File: config.mk
export PLATFORM = sky130hd
export DESIGN_NAME = rx_word_packer_flat
export DESIGN_NICKNAME = d
export VERILOG_FILES = /design/src/rtl/hs_pkg.sv /design/src/rtl/rx_word_packer_if.sv /design/src/rtl/rx_word_packer.sv /design/src/flat_wrapper.sv
export SDC_FILE = /design/constraint.sdc
export NUM_CORES = 1
export LEC_CHECK = 0
export BUFFER_PORTS_ARGS = -buffer_cell sky130_fd_sc_hd__buf_2
export CORE_MARGIN = 3
export CORE_UTILIZATION = 30
export CTS_CLUSTER_SIZE = 20
export DETAILED_ROUTE_END_ITERATION = 12
export PLACE_DENSITY_LB_ADDON = 0.3
export SYNTH_ARGS = -nofsm -noshare
export SYNTH_HDL_FRONTEND = slang
export SYNTH_SLANG_ARGS = --single-unit
File: constraint.sdc
create_clock -name rx_clk -period 1.97 [get_ports rx_clk]
set_clock_uncertainty 0.05 [all_clocks]
set_input_delay 0.394 -clock rx_clk [delete_from_list [all_inputs] [get_ports rx_clk]]
set_output_delay 0.394 -clock rx_clk [all_outputs]
set_load 0.01 [all_outputs]
File: src/rtl/hs_pkg.sv
// Shared handshake state types used by the receive-side blocks.
package hs_pkg;

    typedef enum logic [1:0] {
        HS_IDLE = 2'd0,
        HS_REQ  = 2'd1,
        HS_ACK  = 2'd2
    } hs_state_e;

    typedef enum logic {
        OUT_EMPTY = 1'b0,
        OUT_FULL  = 1'b1
    } out_state_e;

endpackage

File: src/rtl/rx_word_packer_if.sv
// Beat input, packed-word output and status signals of the receive word packer.
interface rx_word_packer_if #(
    parameter int WIDTH = 8,
    parameter int NUM   = 4
);
    localparam int CW = $clog2(NUM);

    logic [WIDTH-1:0]     in_data;
    logic                 in_valid;
    logic                 flush;
    logic [WIDTH*NUM-1:0] out_data;
    logic                 out_valid;
    logic                 out_ready;
    logic                 overflow;
    logic                 ovf_clr;
    logic [CW-1:0]        beat_cnt;

    modport master (
        input  in_data, in_valid, flush, out_ready, ovf_clr,
        output out_data, out_valid, overflow, beat_cnt
    );

    modport slave (
        output in_data, in_valid, flush, out_ready, ovf_clr,
        input  out_data, out_valid, overflow, beat_cnt
    );

endinterface

File: src/rtl/rx_word_packer.sv
// Packs NUM beats of WIDTH bits into one word; a single-entry output register
// with no input backpressure, so a completed word that cannot be stored is dropped.
module rx_word_packer
    import hs_pkg::*;
#(
    parameter int WIDTH = 8,
    parameter int NUM   = 4
) (
    input  logic              rx_clk,
    input  logic              rx_rst_b,
    rx_word_packer_if.master  bus
);

    localparam int CW = $clog2(NUM);
    localparam logic [CW-1:0] LAST_BEAT = CW'(NUM - 1);

    logic [WIDTH*NUM-1:0] asm_q, asm_d;
    logic [WIDTH*NUM-1:0] out_q, out_d;
    logic [CW-1:0]        cnt_q, cnt_d;
    out_state_e           state_q, state_d;
    logic                 ovf_q, ovf_d;

    logic                 accept_s;
    logic                 complete_s;
    logic                 handshake_s;
    logic                 drop_s;
    logic [WIDTH*NUM-1:0] word_s;

    // Beat acceptance and the assembled word including the lane being written now.
    always_comb begin
        accept_s    = bus.in_valid & ~bus.flush;
        complete_s  = accept_s & (cnt_q == LAST_BEAT);
        handshake_s = (state_q == OUT_FULL) & bus.out_ready;
        word_s      = asm_q;
        word_s[int'(cnt_q)*WIDTH +: WIDTH] = bus.in_data;
    end

    // Assembly register and beat counter next state.
    always_comb begin
        asm_d = asm_q;
        cnt_d = cnt_q;
        if (bus.flush) begin
            cnt_d = {CW{1'b0}};
        end else if (accept_s) begin
            asm_d = word_s;
            if (complete_s) begin
                cnt_d = {CW{1'b0}};
            end else begin
                cnt_d = cnt_q + CW'(1);
            end
        end else begin
            cnt_d = cnt_q;
        end
    end

    // Output state machine: load, hold, drop and overflow decisions.
    always_comb begin
        state_d = state_q;
        out_d   = out_q;
        drop_s  = 1'b0;
        case (state_q)
            OUT_EMPTY: begin
                if (complete_s) begin
                    state_d = OUT_FULL;
                    out_d   = word_s;
                end else begin
                    state_d = OUT_EMPTY;
                end
            end
            OUT_FULL: begin
                if (complete_s && handshake_s) begin
                    state_d = OUT_FULL;
                    out_d   = word_s;
                end else if (complete_s) begin
                    state_d = OUT_FULL;
                    drop_s  = 1'b1;
                end else if (handshake_s) begin
                    state_d = OUT_EMPTY;
                end else begin
                    state_d = OUT_FULL;
                end
            end
            default: begin
                state_d = OUT_EMPTY;
            end
        endcase
        // A new drop outranks a clear arriving in the same cycle.
        if (drop_s) begin
            ovf_d = 1'b1;
        end else if (bus.ovf_clr) begin
            ovf_d = 1'b0;
        end else begin
            ovf_d = ovf_q;
        end
    end

    // State registers with asynchronous clear.
    always_ff @(posedge rx_clk or negedge rx_rst_b) begin
        if (!rx_rst_b) begin
            asm_q   <= {(WIDTH*NUM){1'b0}};
            out_q   <= {(WIDTH*NUM){1'b0}};
            cnt_q   <= {CW{1'b0}};
            state_q <= OUT_EMPTY;
            ovf_q   <= 1'b0;
        end else begin
            asm_q   <= asm_d;
            out_q   <= out_d;
            cnt_q   <= cnt_d;
            state_q <= state_d;
            ovf_q   <= ovf_d;
        end
    end

    assign bus.out_data  = out_q;
    assign bus.out_valid = (state_q == OUT_FULL);
    assign bus.overflow  = ovf_q;
    assign bus.beat_cnt  = cnt_q;

endmodule

File: src/flat_wrapper.sv
// flat-port wrapper written by rule: the top's interface ports become plain ports
module rx_word_packer_flat import hs_pkg::*;
#(
    parameter int WIDTH = 8,
    parameter int NUM   = 4
)
  (rx_clk, rx_rst_b, bus_in_data, bus_in_valid, bus_flush, bus_out_ready, bus_ovf_clr, bus_out_data, bus_out_valid, bus_overflow, bus_beat_cnt);
  rx_word_packer_if #(.WIDTH(WIDTH), .NUM(NUM)) bus_i ();
  input  logic rx_clk;
  input  logic rx_rst_b;
  input wire logic [$bits(bus_i.in_data)-1:0] bus_in_data;
  input wire logic [$bits(bus_i.in_valid)-1:0] bus_in_valid;
  input wire logic [$bits(bus_i.flush)-1:0] bus_flush;
  input wire logic [$bits(bus_i.out_ready)-1:0] bus_out_ready;
  input wire logic [$bits(bus_i.ovf_clr)-1:0] bus_ovf_clr;
  output wire logic [$bits(bus_i.out_data)-1:0] bus_out_data;
  output wire logic [$bits(bus_i.out_valid)-1:0] bus_out_valid;
  output wire logic [$bits(bus_i.overflow)-1:0] bus_overflow;
  output wire logic [$bits(bus_i.beat_cnt)-1:0] bus_beat_cnt;
  assign bus_i.in_data = bus_in_data;
  assign bus_i.in_valid = bus_in_valid;
  assign bus_i.flush = bus_flush;
  assign bus_i.out_ready = bus_out_ready;
  assign bus_i.ovf_clr = bus_ovf_clr;
  assign bus_out_data = bus_i.out_data;
  assign bus_out_valid = bus_i.out_valid;
  assign bus_overflow = bus_i.overflow;
  assign bus_beat_cnt = bus_i.beat_cnt;
  rx_word_packer #(.WIDTH(WIDTH), .NUM(NUM)) u_core (.rx_clk(rx_clk), .rx_rst_b(rx_rst_b), .bus(bus_i));
endmodule
==> summary.md <==
| Metric | Value |
|---|---|
| PortBufs | 49 |
| Max incr delay on CP | around 0.36 ns |
| Slew HR | 0.771 |
| Leak | 1.66 nW |
| Sinks on the clock net | 60 |
| CP max FO | 7 |
| Ys Warns | 0 |
| Reg2reg path depth | 5 |
| Cells after Synth | around 270 |
| Final setup vio count | 0 |
| GPL Wtd Cong | ~0.75 |
| Number of antenna violations at the first check in global routing | 0 |
| Vias per cell | 5.10 |
| Synthesized area per cell | ~11 um^2 |
| CP cell instances | inv_1 -> ha_1 -> and4bb_2 -> nor3b_2 -> a22o_1 |
| Final WS setup | 0.214 ns |
| Final Slew Violations | 0 |
| Placed cell area | 3200 um^2 |
| Total Wirelength | 7220 um |
| Placed cells | between 400 and 500 |
| Prevailing post-synth register cell | dfrtp_1 |
| Most frequent cells in the layout | a21oi_1 (63), dfrtp_1 (60), buf_2 (49) |
| Layout Nets | 341 |
| Post-Synth Simple-Gate Area | 0.153 |
| Slew @ Worst Pin | between 0.3 and 0.4 ns |
| DR iter-0 viols | 101 |
| Synth area leader | dfrtp_1 |
| RSZ-0062 raised after global routing | false |
| Total CTS buffers | 9 |
| Clk_lat worst skew | 0.34 ns |
| Number of detailed-route iterations in the first pass | 4 |
| Hold_buf cts | 0 |
| Vias | ~2200 |
| Drt wl/cell | 16.6 um |
| End of the worst register-to-register path | u_core.asm_q[20] |
| Max cap viols | 0 |
| Worst Path Arrival | 1.98 ns |
| Mux cell area share after synthesis | 0.00358 |
| Setup CP Type | flop to flop |
| Period utilization | 0.891 |
| Most common cell after layout, fill and taps aside | a21oi_1 |
| Number of flops mapped to enable cells by yosys | 0 |
| Die Height | 103 um |
| Crit path max-delay family | simple AND/OR/NAND/NOR gates |
| Top post-synthesis cells by area | dfrtp_1 (54%), a21oi_1 (11%), a22o_1 (6.6%) |
| Adder-cell area share of the yosys netlist | 0.0224 |
| Final Hold Vio Count | 10 |
| Largest family of logic cells by synthesized area | compound AO/OA/AOI/OAI gates |
| Reg2reg start | u_core.bus.beat_cnt[1] |
| Layout cells sized above 1 | 0.270 |
| TNS Setup | 0 ns |
| Worst Setup Start Kind | flop |
| Initial core utilization | 0.314 |
| Hold WS | -0.00271 ns |
| Synth async-reset ratio | 1.00 |
| H-tree levels | 3 |
| CP max-delay cell | ha_1 |
| Register area | 1500 um^2 |
| Rows | 34 |
| Post-Syn Area | 2790 um^2 |
| Post-synthesis xor/xnor area fraction | 0 |
| Hold Path Class | input pin to async pin |
| CP required | 2.19 ns |
| Antenna cells | 0 |
| Die Area | 10500 um^2 |
| GRT overflow | 0 |
| Area Growth Syn to Fin | 22.3% |
| Pin count of the biggest net entering global routing | 61 |
| Top-area cell type share of the netlist area | 0.537 |
| Post-CTS Setup Bufs | 0 |
| Flop-to-flop setup slack | about 0.21 ns |
| P per Cell Area | 992 nW/um^2 |
| DP Wirelength | 4920 um |
| Util after Layout | 0.384 |
| Worst vdd ir | approximately 0.68 mV |
| Post-CTS sizing | 0 |
| WP buf/inv | 1 |
| I/O pin total | 50 |
| Max clock buf depth | 2 |
| Cell Count, Final, Fillers Out | 434 |
| CTS tree | built |
| Core area | roughly 8900 um^2 |
| Multi-input logic area | between 1000 and 1500 um^2 |
| Violated checks | hold timing |
| Number of synthesized register bits | 60 |
| Finished layout cell area | 3420 um^2 |
| # fillers | between 900 and 1000 |
| Root buffer cell | clkbuf_8 |
| Vias in the first global route | 2207 |
| Status | complete, but fails checks |
| Pre-CTS setup slack | about 0.25 ns |
| Post-Synthesis Net Count | 285 |
| CP Capture Type | flop |
| First-pass GRT wire length | between 10000 and 15000 um |
| Compound-cell area share of the yosys netlist | 0.232 |
| Drt drc | 0 |
| Fmax | 569 MHz |
| Reg clk slew, reported paths | 0.07 ns |
| GRT Total Usage | 0.146 |
| Seq/Total Area, Yosys | 0.537 |
| Unique cell type count in the Yosys netlist | 28 |
| Antenna Nets Post-Route | 0 |
| Die width | 103 um |
| Tmin final | 1.76 ns |
sequential cells by signal, indices dropped and copies added (netlist names):
register	cells
u_core.asm_q	24
u_core.bus.beat_cnt	2
u_core.bus.out_data	32
u_core.bus.out_valid	1
u_core.bus.overflow	1
where the power goes:
part	internal, mW	leakage, nW	total (mW)	switching (mW)
Sequential	1.41	0.810	1.50	0.0906
Clock	0.741	0.109	1.24	0.496
Combinational	0.293	0.743	0.651	0.358
Yosys cell counts (2+ instances only):
cell / n
and4bb_1: 2
nand3b_1: 7
ha_1: 5
a31oi_1: 5
o21ai_0: 16
nor2_1: 3
a32o_1: 3
a21oi_1: 63
dfrtp_1: 60
buf_6: 4
a22o_1: 21
inv_1: 3
clkbuf_1: 11
nor2b_1: 23
buf_2: 8
nand2_1: 13
nand2b_1: 8
through the flow:
step	hold WS, ns	total power, mW
detailed placement	0.377	2.19
global placement	0.371	2.18
finish	-0.00271	3.39
CTS	0.00153	3.43
global route	0.00617	3.57
floorplan	0.0484	1.89
per-layer routing:
layer / GRT usage / share of wire / vias to the layer above
met4: 0.0363 / 0.0072 / 0
met5: 0 / 0 / -
met2: 0.207 / 0.44 / 60
li1: - / - / 1063
met3: 0.0507 / 0.064 / 5
met1: 0.214 / 0.49 / 1084
cells by family (layout without fill, tap and decap cells):
kind of cell | count (synthesis) | after routing
adder cells (fa/ha/maj) | 5 | 5
AO/OA/AOI/OAI | 109 | 109
buffers and inverters | 27 | 87
AND/OR/NAND/NOR | 64 | 64
multiplexers | 1 | 1
flip-flops | 60 | 60
worst max-delay path by stage:
stage	startpoint	end	slack, ns	cells past startpoint
2_1_floorplan	u_core.bus.beat_cnt[0]	u_core.asm_q[0]	0.06	8
3_3_place_gp	u_core.bus.beat_cnt[0]	u_core.bus.out_data[23]	0.28	6
3_5_place_dp	u_core.bus.beat_cnt[1]	u_core.asm_q[20]	0.25	5
4_1_cts	u_core.bus.beat_cnt[1]	u_core.asm_q[20]	0.22	5
5_1_grt	u_core.bus.beat_cnt[1]	u_core.asm_q[20]	0.05	5
6_report	u_core.bus.beat_cnt[1]	u_core.asm_q[20]	0.21	5
final cells by class:
| cell class | count | area share |
|---|---|---|
| well taps | 108 | 0.0395 |
| repair buffers | 69 | 0.119 |
| flip-flops and latches | 60 | 0.439 |
| multi-input cells | 179 | 0.336 |
| clock buffers | 11 | 0.0414 |
| clock inverters | 4 | 0.0216 |
| inverters | 3 | 0.00329 |
No activity file was read; power rests on OpenSTA's default activity.
